<file path="src/rtl/sw_debounce_if.sv">
// Switch-side signal bundle for sw_debounce: raw pin in, clean level, edge pulses
// and bounce counter out.
interface sw_debounce_if;
    logic       sw_raw;
    logic       sw_level;
    logic       sw_rise;
    logic       sw_fall;
    logic [7:0] bounce_cnt;

    // master: board/testbench side, slave: the debouncer
    modport master (
        output sw_raw,
        input  sw_level,
        input  sw_rise,
        input  sw_fall,
        input  bounce_cnt
    );

    modport slave (
        input  sw_raw,
        output sw_level,
        output sw_rise,
        output sw_fall,
        output bounce_cnt
    );
endinterface

</file>
<file path="src/rtl/sw_debounce.sv">
// Synchronises and debounces a raw switch pin. Outputs a clean level, one-cycle
// rise/fall pulses and a saturating count of aborted transitions.
module sw_debounce #(
    parameter int unsigned DEBOUNCE_CYCLES = 500000,
    parameter int unsigned CNT_W           = 20,
    parameter int unsigned SYNC_STAGES     = 2
) (
    input  logic         clk,
    input  logic         rst,
    sw_debounce_if.slave sw_if
);
    typedef enum logic [1:0] {
        STABLE_LO = 2'd0,
        ARM_HI    = 2'd1,
        STABLE_HI = 2'd2,
        ARM_LO    = 2'd3
    } state_e;

    localparam logic [CNT_W-1:0] CNT_LAST = CNT_W'(DEBOUNCE_CYCLES - 1);
    localparam logic [CNT_W-1:0] CNT_ONE  = CNT_W'(1);

    logic [SYNC_STAGES-1:0] sync_q;
    logic                   s;

    state_e           state_q, state_d;
    logic [CNT_W-1:0] cnt_q, cnt_d;
    logic             level_q, level_d;
    logic             rise_q, rise_d;
    logic             fall_q, fall_d;
    logic [7:0]       bcnt_q, bcnt_d;
    logic [7:0]       bcnt_inc;

    // sw_raw only ever reaches the FSM through the last sync stage
    always_ff @(posedge clk or posedge rst) begin
        if (rst) sync_q <= '0;
        else     sync_q <= {sync_q[SYNC_STAGES-2:0], sw_if.sw_raw};
    end

    assign s        = sync_q[SYNC_STAGES-1];
    assign bcnt_inc = (bcnt_q == 8'hFF) ? bcnt_q : bcnt_q + 8'd1;

    always_ff @(posedge clk or posedge rst) begin
        if (rst) begin
            state_q <= STABLE_LO;
            cnt_q   <= '0;
            level_q <= 1'b0;
            rise_q  <= 1'b0;
            fall_q  <= 1'b0;
            bcnt_q  <= '0;
        end else begin
            state_q <= state_d;
            cnt_q   <= cnt_d;
            level_q <= level_d;
            rise_q  <= rise_d;
            fall_q  <= fall_d;
            bcnt_q  <= bcnt_d;
        end
    end

    always_comb begin
        state_d = state_q;
        cnt_d   = cnt_q;
        level_d = level_q;
        rise_d  = 1'b0;
        fall_d  = 1'b0;
        bcnt_d  = bcnt_q;
        case (state_q)
            STABLE_LO: begin
                cnt_d = '0;
                if (s) begin
                    state_d = ARM_HI;
                    cnt_d   = CNT_ONE;
                end
            end
            ARM_HI: begin
                if (!s) begin
                    state_d = STABLE_LO;
                    cnt_d   = '0;
                    bcnt_d  = bcnt_inc;
                end else if (cnt_q == CNT_LAST) begin
                    state_d = STABLE_HI;
                    cnt_d   = '0;
                    level_d = 1'b1;
                    rise_d  = 1'b1;
                end else begin
                    cnt_d = cnt_q + CNT_ONE;
                end
            end
            STABLE_HI: begin
                cnt_d = '0;
                if (!s) begin
                    state_d = ARM_LO;
                    cnt_d   = CNT_ONE;
                end
            end
            ARM_LO: begin
                if (s) begin
                    state_d = STABLE_HI;
                    cnt_d   = '0;
                    bcnt_d  = bcnt_inc;
                end else if (cnt_q == CNT_LAST) begin
                    state_d = STABLE_LO;
                    cnt_d   = '0;
                    level_d = 1'b0;
                    fall_d  = 1'b1;
                end else begin
                    cnt_d = cnt_q + CNT_ONE;
                end
            end
            default: begin
                state_d = STABLE_LO;
                cnt_d   = '0;
                level_d = 1'b0;
            end
        endcase
    end

    assign sw_if.sw_level   = level_q;
    assign sw_if.sw_rise    = rise_q;
    assign sw_if.sw_fall    = fall_q;
    assign sw_if.bounce_cnt = bcnt_q;
endmodule

</file>
<file path="src/flat_wrapper.sv">
// flat-port wrapper written by rule: the top's interface ports become plain ports
module sw_debounce_flat 
#(
    parameter int unsigned DEBOUNCE_CYCLES = 500000,
    parameter int unsigned CNT_W           = 20,
    parameter int unsigned SYNC_STAGES     = 2
)
  (clk, rst, sw_if_sw_raw, sw_if_sw_level, sw_if_sw_rise, sw_if_sw_fall, sw_if_bounce_cnt);
  sw_debounce_if sw_if_i ();
  input  logic clk;
  input  logic rst;
  input wire logic [$bits(sw_if_i.sw_raw)-1:0] sw_if_sw_raw;
  output wire logic [$bits(sw_if_i.sw_level)-1:0] sw_if_sw_level;
  output wire logic [$bits(sw_if_i.sw_rise)-1:0] sw_if_sw_rise;
  output wire logic [$bits(sw_if_i.sw_fall)-1:0] sw_if_sw_fall;
  output wire logic [$bits(sw_if_i.bounce_cnt)-1:0] sw_if_bounce_cnt;
  assign sw_if_i.sw_raw = sw_if_sw_raw;
  assign sw_if_sw_level = sw_if_i.sw_level;
  assign sw_if_sw_rise = sw_if_i.sw_rise;
  assign sw_if_sw_fall = sw_if_i.sw_fall;
  assign sw_if_bounce_cnt = sw_if_i.bounce_cnt;
  sw_debounce #(.DEBOUNCE_CYCLES(DEBOUNCE_CYCLES), .CNT_W(CNT_W), .SYNC_STAGES(SYNC_STAGES)) u_core (.clk(clk), .rst(rst), .sw_if(sw_if_i));
endmodule
</file>
<file path="config.mk">
export PLATFORM = sky130hd
export DESIGN_NAME = sw_debounce_flat
export DESIGN_NICKNAME = d
export VERILOG_FILES = /design/src/rtl/sw_debounce_if.sv /design/src/rtl/sw_debounce.sv /design/src/flat_wrapper.sv
export SDC_FILE = /design/constraint.sdc
export NUM_CORES = 1
export LEC_CHECK = 0
export CAP_MARGIN = 20
export CORE_MARGIN = 1.5
export CORE_UTILIZATION = 45
export CTS_CLUSTER_DIAMETER = 200
export DETAILED_ROUTE_END_ITERATION = 7
export PLACE_DENSITY = 0.69
export SLEW_MARGIN = 0
export SYNTH_ARGS = -nofsm -noshare
export SYNTH_HDL_FRONTEND = slang
export SYNTH_SLANG_ARGS = --single-unit
</file>
<file path="constraint.sdc">
create_clock -name clk -period 2.07 [get_ports clk]
set_input_delay 0.414 -clock clk [delete_from_list [all_inputs] [get_ports clk]]
set_output_delay 0.414 -clock clk [all_outputs]
set_load 0.02 [all_outputs]
</file>
==> results of run 1 <==
## layout make-up
cell class	count	area share [%]
inverter	8	1.54
timing repair buffer	16	7.84
multi-input combinational	112	37.5
sequential	35	45.0
clock buffer	8	5.14
tap	46	2.96
## per-stage QoR
stage / utilization, % / std cells
3_3_place_gp: 53.7 / 217
6_report: 56.6 / 225
2_1_floorplan: - / 160
3_5_place_dp: 53.7 / 217
5_1_grt: 56.6 / 225
4_1_cts: 56.6 / 225
## cells in the mapped netlist, types with 4 or more instances
| library cell | instances |
|---|---|
| nand4_1 | 4 |
| o31ai_1 | 4 |
| nor4_1 | 6 |
| xor2_1 | 11 |
| nand2_1 | 12 |
| nor2_1 | 16 |
| dfrtp_1 | 35 |
| xnor2_1 | 11 |
| nor3_1 | 6 |
| or4_1 | 4 |
| inv_1 | 8 |
| a21oi_1 | 6 |
| nand3_1 | 8 |
## routing by layer
metal | vias to the layer above | wire, µm
li1 | 597 | -
met1 | 585 | 1400
met2 | 14 | 1440
met3 | 7 | 127
met4 | 0 | 62
met5 | - | 0
## layout by cell type, fill, tap and decap left out, types with 2 or more instances in the layout
| master | instances |
|---|---|
| and4_1 | 2 |
| clkbuf_8 | 7 |
| a21oi_1 | 6 |
| xor2_1 | 11 |
| nor2_1 | 16 |
| nor4b_1 | 2 |
| inv_1 | 8 |
| xnor2_1 | 11 |
| buf_4 | 3 |
| or4_1 | 4 |
| ha_1 | 2 |
| o21ai_0 | 3 |
| o31ai_1 | 4 |
| nand4_1 | 4 |
| clkdlybuf4s50_1 | 13 |
| nand2_1 | 12 |
| nand3_1 | 8 |
| nor3_1 | 6 |
| or3_1 | 3 |
| nor4_1 | 6 |
| dfrtp_1 | 35 |
## final timing paths
path,start,endpoint,slack [ps],cells past startpoint
worst max-delay path,u_core.cnt_q[0]$_DFF_PP0_,u_core.sw_if.sw_level$_DFFE_PP0P_,150,5
worst min-delay path,u_core.sync_q[0]$_DFF_PP0_,u_core.sync_q[1]$_DFF_PP0_,350,0
worst max register to register,u_core.cnt_q[0]$_DFF_PP0_,u_core.sw_if.sw_level$_DFFE_PP0P_,150,5
worst min register to register,u_core.sync_q[0]$_DFF_PP0_,u_core.sync_q[1]$_DFF_PP0_,350,0
max in group asynchronous,rst,u_core.cnt_q[6]$_DFF_PP0_,1230,3
min in group asynchronous,rst,u_core.cnt_q[17]$_DFF_PP0_,520,3
## power by group through the flow
stage	Clock, mW	Sequential [mW]	Combinational [mW]
4_1_cts	0.557	0.801	0.334
6_report	0.537	0.801	0.326
3_3_place_gp	0	0.810	0.323
2_1_floorplan	0	0.873	0.122
3_5_place_dp	0	0.814	0.330
5_1_grt	0.577	0.809	0.355
## logic make-up after synthesis
kind of cell | Yosys count | synth area share, %
multiplexers | 1 | 0.679
flip-flops | 35 | 52.8
AND/OR/NAND/NOR | 69 | 22.6
AO/OA/AOI/OAI | 18 | 7.69
buffers and inverters | 13 | 3.17
adder cells (fa/ha/maj) | 2 | 1.51
XOR/XNOR | 22 | 11.6
## registers in the layout, summed over array words and instances, names as in the netlist, named ones only
signal,flops
u_core.sw_if.sw_fall,1
u_core.cnt_q,20
u_core.state_q,1
u_core.sw_if.bounce_cnt,8
u_core.sw_if.sw_level,1
u_core.sw_if.sw_rise,1
u_core.sync_q,2
==> flow_summary.yaml, run 1 <==
run_status:
  status: "complete, no violations"
die:
  ios: 14
  start_util_pct: 48.2
  die_w_um: 63.7
  die-area_um2: 4060
  row_count: 21
  fp.coreArea_um2: 3440
  die_h_um: 63.7
synthesis:
  syn_avg_cell_area_um2: 10.4
  syn_nets: 165
  syn_area_um2: 1660
  ys.warnings.count: 0
  synth_top_cell_area_share_pct: 52.8
  synth_seq_cells: 35
  synthFlopType: "dfrtp_1"
  ys_top_cells_by_area: "dfrtp_1, xnor2_1, xor2_1"
  synth_edf_count: 0
  ys_seq_area_share_pct: 52.8
  synthCells: 160
  yosysUniqueCellTypes: 32
  yosys.area.top_type: "dfrtp_1"
  async_flop_share_pct: 100
pwr:
  p_clk_share_pct: 32.3
  vdd_drop_max_uv: 789
  power_switching_mw: 0.464
  p_per_area_nw_per_um2: 855
  p_seq_share_pct: 48.1
  switching_share_pct: 27.9
  power_mw: 1.66
  p_leak_nw: 0.787
  internal_power_mw: 1.20
  combPwrFrac_pct: 19.6
finish:
  final_area_um2: 1950
  register_area_um2: 876
  antenna_cells: 0
  final_nets: 183
  syn2layout_area_growth_pct: 17.3
  fill_cells: 313
  multi_input_area_um2: 731
  final_layout_size_suffix_gt1_share_pct: 9.50
place:
  dp_hpwl_mm: 2.16
  dpl_worst_slack_ps: 174
  portBuffers: 13
  placed_cell_area_um2: 1850
  routabilityCongestion: 0.856
drt:
  drtIter0Drc: 52
  wl_per_cell_um: 13.5
  vias: 1203
  first_pass_iters: 4
  drc: 0
  totalWireLength_mm: 3.04
  post_drt_via_cell_ratio: 5.35
  antenna_left: 0
global_route:
  grt.met3_usage_pct: 6.61
  antenna_found_initial: 0
  grt_pass1_vias: 1206
  grt.met2_usage_pct: 27.1
  use_met1_pct: 22.7
  grtUsageTotal_pct: 17.8
  grt_pass1_wl_mm: 5.43
  busiest_layer: "met2"
  grt_overflow: 0
  grt_start_max_net_pins: 36
sta:
  setup_ws_ps: 149
  clock_skew_ps: 6.99
  fmax_mhz: 521
  finalCritPeriodShare_pct: 92.8
  rsz0062_at_grt: "no"
  holdWs_ps: 353
  worst_slew_pin_slew_ps: 439
  setup-violations-final: 0
  slew_viol_final: 0
  slew_headroom_pct: 70.7
  finalSetupTns_ps: 0
  hold_viol: 0
  min_period_ps: 1920
worst_setup_path:
  critPathRequiredTime_ps: 2240
  critical_path_arrival_ps: 2090
  crit_chain: "ha_1, and4_1, nand3_1, or2_2, a211o_1"
  cp_slowest_cell: "dfrtp_1"
  max_stage_delay_ps: 390
  cp-end-kind: "register"
  crit_path_start_kind: "register"
  crit_type: "register to register"
  worst-path-max-fanout: 6
  worst-path-buf-inv: 0
  path_delay_family: "simple AND/OR/NAND/NOR gates"
cts:
  ctsHoldBuffers: 0
  cts.sinks: 35
  postCtsSetupBuffers: 0
  cts_buffers: 5
  cts_root_buf: "clkbuf_8"
  htreeDepth: 2
  clk_latency_ps: 290
  tritoncts: "done"
  path_clk_slew_ps: 60
  ctsLongestPathBuffers: 2
  cts_resized: 0
min_path:
  hold_class: "register to register"
flow_run:
  max_cap_violations: 0
Power figures use the tool's default switching activity.
==> run 2: changes to the inputs <==
Settings changed: CORE_MARGIN 1.5 to not set, HOLD_SLACK_MARGIN set to 0.08, SLEW_MARGIN 0 to 25.
==> flow_summary.yaml, run 2 (same netlist as run 1, synthesis figures left out) <==
worst_setup_path:
  worst-path-buf-inv: 0
  crit_type: "register to register"
  critPathRequiredTime_ps: 2230
  cp-end-kind: "register"
  path_delay_family: "simple AND/OR/NAND/NOR gates"
  regToRegSetupSlack_ps: 150
  startpoint: "u_core.cnt_q[0]$_DFF_PP0_"
  max_stage_delay_ps: 390
  crit_path_start_kind: "register"
  crit_chain: "ha_1, and4_1, nand3_1, or2_2, a211o_1"
  r2r_cells: 5
  cp_slowest_cell: "dfrtp_1"
  crit_cells: 5
  critical_path_arrival_ps: 2090
  worst-path-max-fanout: 6
  reg2reg_from: "u_core.cnt_q[0]$_DFF_PP0_"
die:
  ios: 14
  row_count: 21
  die_h_um: 62.7
  start_util_pct: 48.2
  fp.coreArea_um2: 3440
  die_w_um: 62.7
  die-area_um2: 3930
min_path:
  hold_class: "register to register"
  whs_path_depth: 0
  min_from: "u_core.sync_q[0]$_DFF_PP0_"
sta:
  finalCritPeriodShare_pct: 92.8
  rsz0062_at_grt: "no"
  slew_viol_final: 0
  min_period_ps: 1920
  fmax_mhz: 520
  finalSetupTns_ps: 0
  setup-violations-final: 0
  worst_slew_pin_slew_ps: 427
  slew_headroom_pct: 71.5
  clock_skew_ps: 5.05
  hold_viol: 0
pwr:
  power_switching_mw: 0.459
  p_clk_share_pct: 31.9
  combPwrFrac_pct: 19.8
  vdd_drop_max_uv: 650
  p_leak_nw: 0.788
  p_per_area_nw_per_um2: 850
  p_seq_share_pct: 48.3
  internal_power_mw: 1.20
  switching_share_pct: 27.6
flow_run:
  max_cap_violations: 0
cts:
  cts.sinks: 35
  tritoncts: "done"
  cts_root_buf: "clkbuf_8"
  postCtsSetupBuffers: 0
  clk_latency_ps: 280
  htreeDepth: 2
  cts_buffers: 5
  ctsHoldBuffers: 0
  path_clk_slew_ps: 70
  ctsLongestPathBuffers: 2
place:
  dp_hpwl_mm: 2.21
  portBuffers: 13
  placed_cells: 217
  routabilityCongestion: 0.843
drt:
  first_pass_iters: 4
  wl_per_cell_um: 14.1
  antenna_left: 0
  totalWireLength_mm: 3.16
  drc: 0
  drtIter0Drc: 55
  vias: 1242
  post_drt_via_cell_ratio: 5.52
global_route:
  grt_overflow: 0
  antenna_found_initial: 0
  grtUsageTotal_pct: 18.9
  grt_pass1_wl_mm: 5.76
  grt_pass1_vias: 1278
  grt_start_max_net_pins: 36
finish:
  antenna_cells: 0
  fill_cells: 316
  final_cells: 225
  register_area_um2: 876
  final_common_cell: "dfrtp_1"
  final_nets: 183
  regMostFlops: "u_core.cnt_q"
  multi_input_area_um2: 736
  syn2layout_area_growth_pct: 17.6
  utilization_pct: 56.7
  layout_common_cells: "dfrtp_1, nor2_1, clkdlybuf4s50_1"
  final_layout_size_suffix_gt1_share_pct: 10.1
  largest_reg_flops: 20
run_status:
  status: "complete, no violations"
## run 2: per-layer routing
metal / routed length (µm) / share of wire, % / GRT usage, %
met3: 94 / 3.0 / 4.20
met1: 1480 / 47 / 23.4
met4: 55 / 1.7 / 7.85
met2: 1540 / 49 / 31.8
met5: 0 / 0 / 0
## run 2: final cells by class
class                           count  area share (%)
Multi-Input combinational cell    112            37.7
Sequential cell                    35            44.9
Inverter                            8            1.54
Tap cell                           46            2.95
Timing Repair Buffer               16            7.82
Clock buffer                        8            5.13
## run 2: worst paths after layout
| check | to |
|---|---|
| worst max-delay path | u_core.sw_if.sw_level$_DFFE_PP0P_ |
| worst max register to register | u_core.sw_if.sw_level$_DFFE_PP0P_ |
| min in group asynchronous | u_core.cnt_q[16]$_DFF_PP0_ |
| max in group asynchronous | u_core.cnt_q[6]$_DFF_PP0_ |
| worst min-delay path | u_core.sync_q[1]$_DFF_PP0_ |
| worst min register to register | u_core.sync_q[1]$_DFF_PP0_ |
## run 2: power groups by stage
stage,registers [mW],clock network [mW],logic (mW)
2_1_floorplan,0.873,0,0.122
3_3_place_gp,0.810,0,0.323
3_5_place_dp,0.815,0,0.334
4_1_cts,0.803,0.544,0.337
5_1_grt,0.813,0.572,0.357
6_report,0.802,0.529,0.329
## run 2: stage by stage
step           setup WS [ps]  area (µm²)  total power, mW  hold slack (ps)
2_1_floorplan            314        1660            0.995              331
3_3_place_gp             237        1850             1.13              343
3_5_place_dp             149        1850             1.15              349
4_1_cts                  141        1950             1.68              364
5_1_grt                 29.3        1950             1.74              371
6_report                 149        1950             1.66              355
## run 2: what timing repair did
action                                 in CTS  in global routing
resized for setup                           0                  1
endpoints found under the hold margin       0                  0
setup endpoints to repair                   0                  1
==> run 3: changes to the inputs <==
Settings changed: CAP_MARGIN 20 to not set.
==> results of run 3 <==
The final DEF is identical to that of run 2; final timing and power are the same.
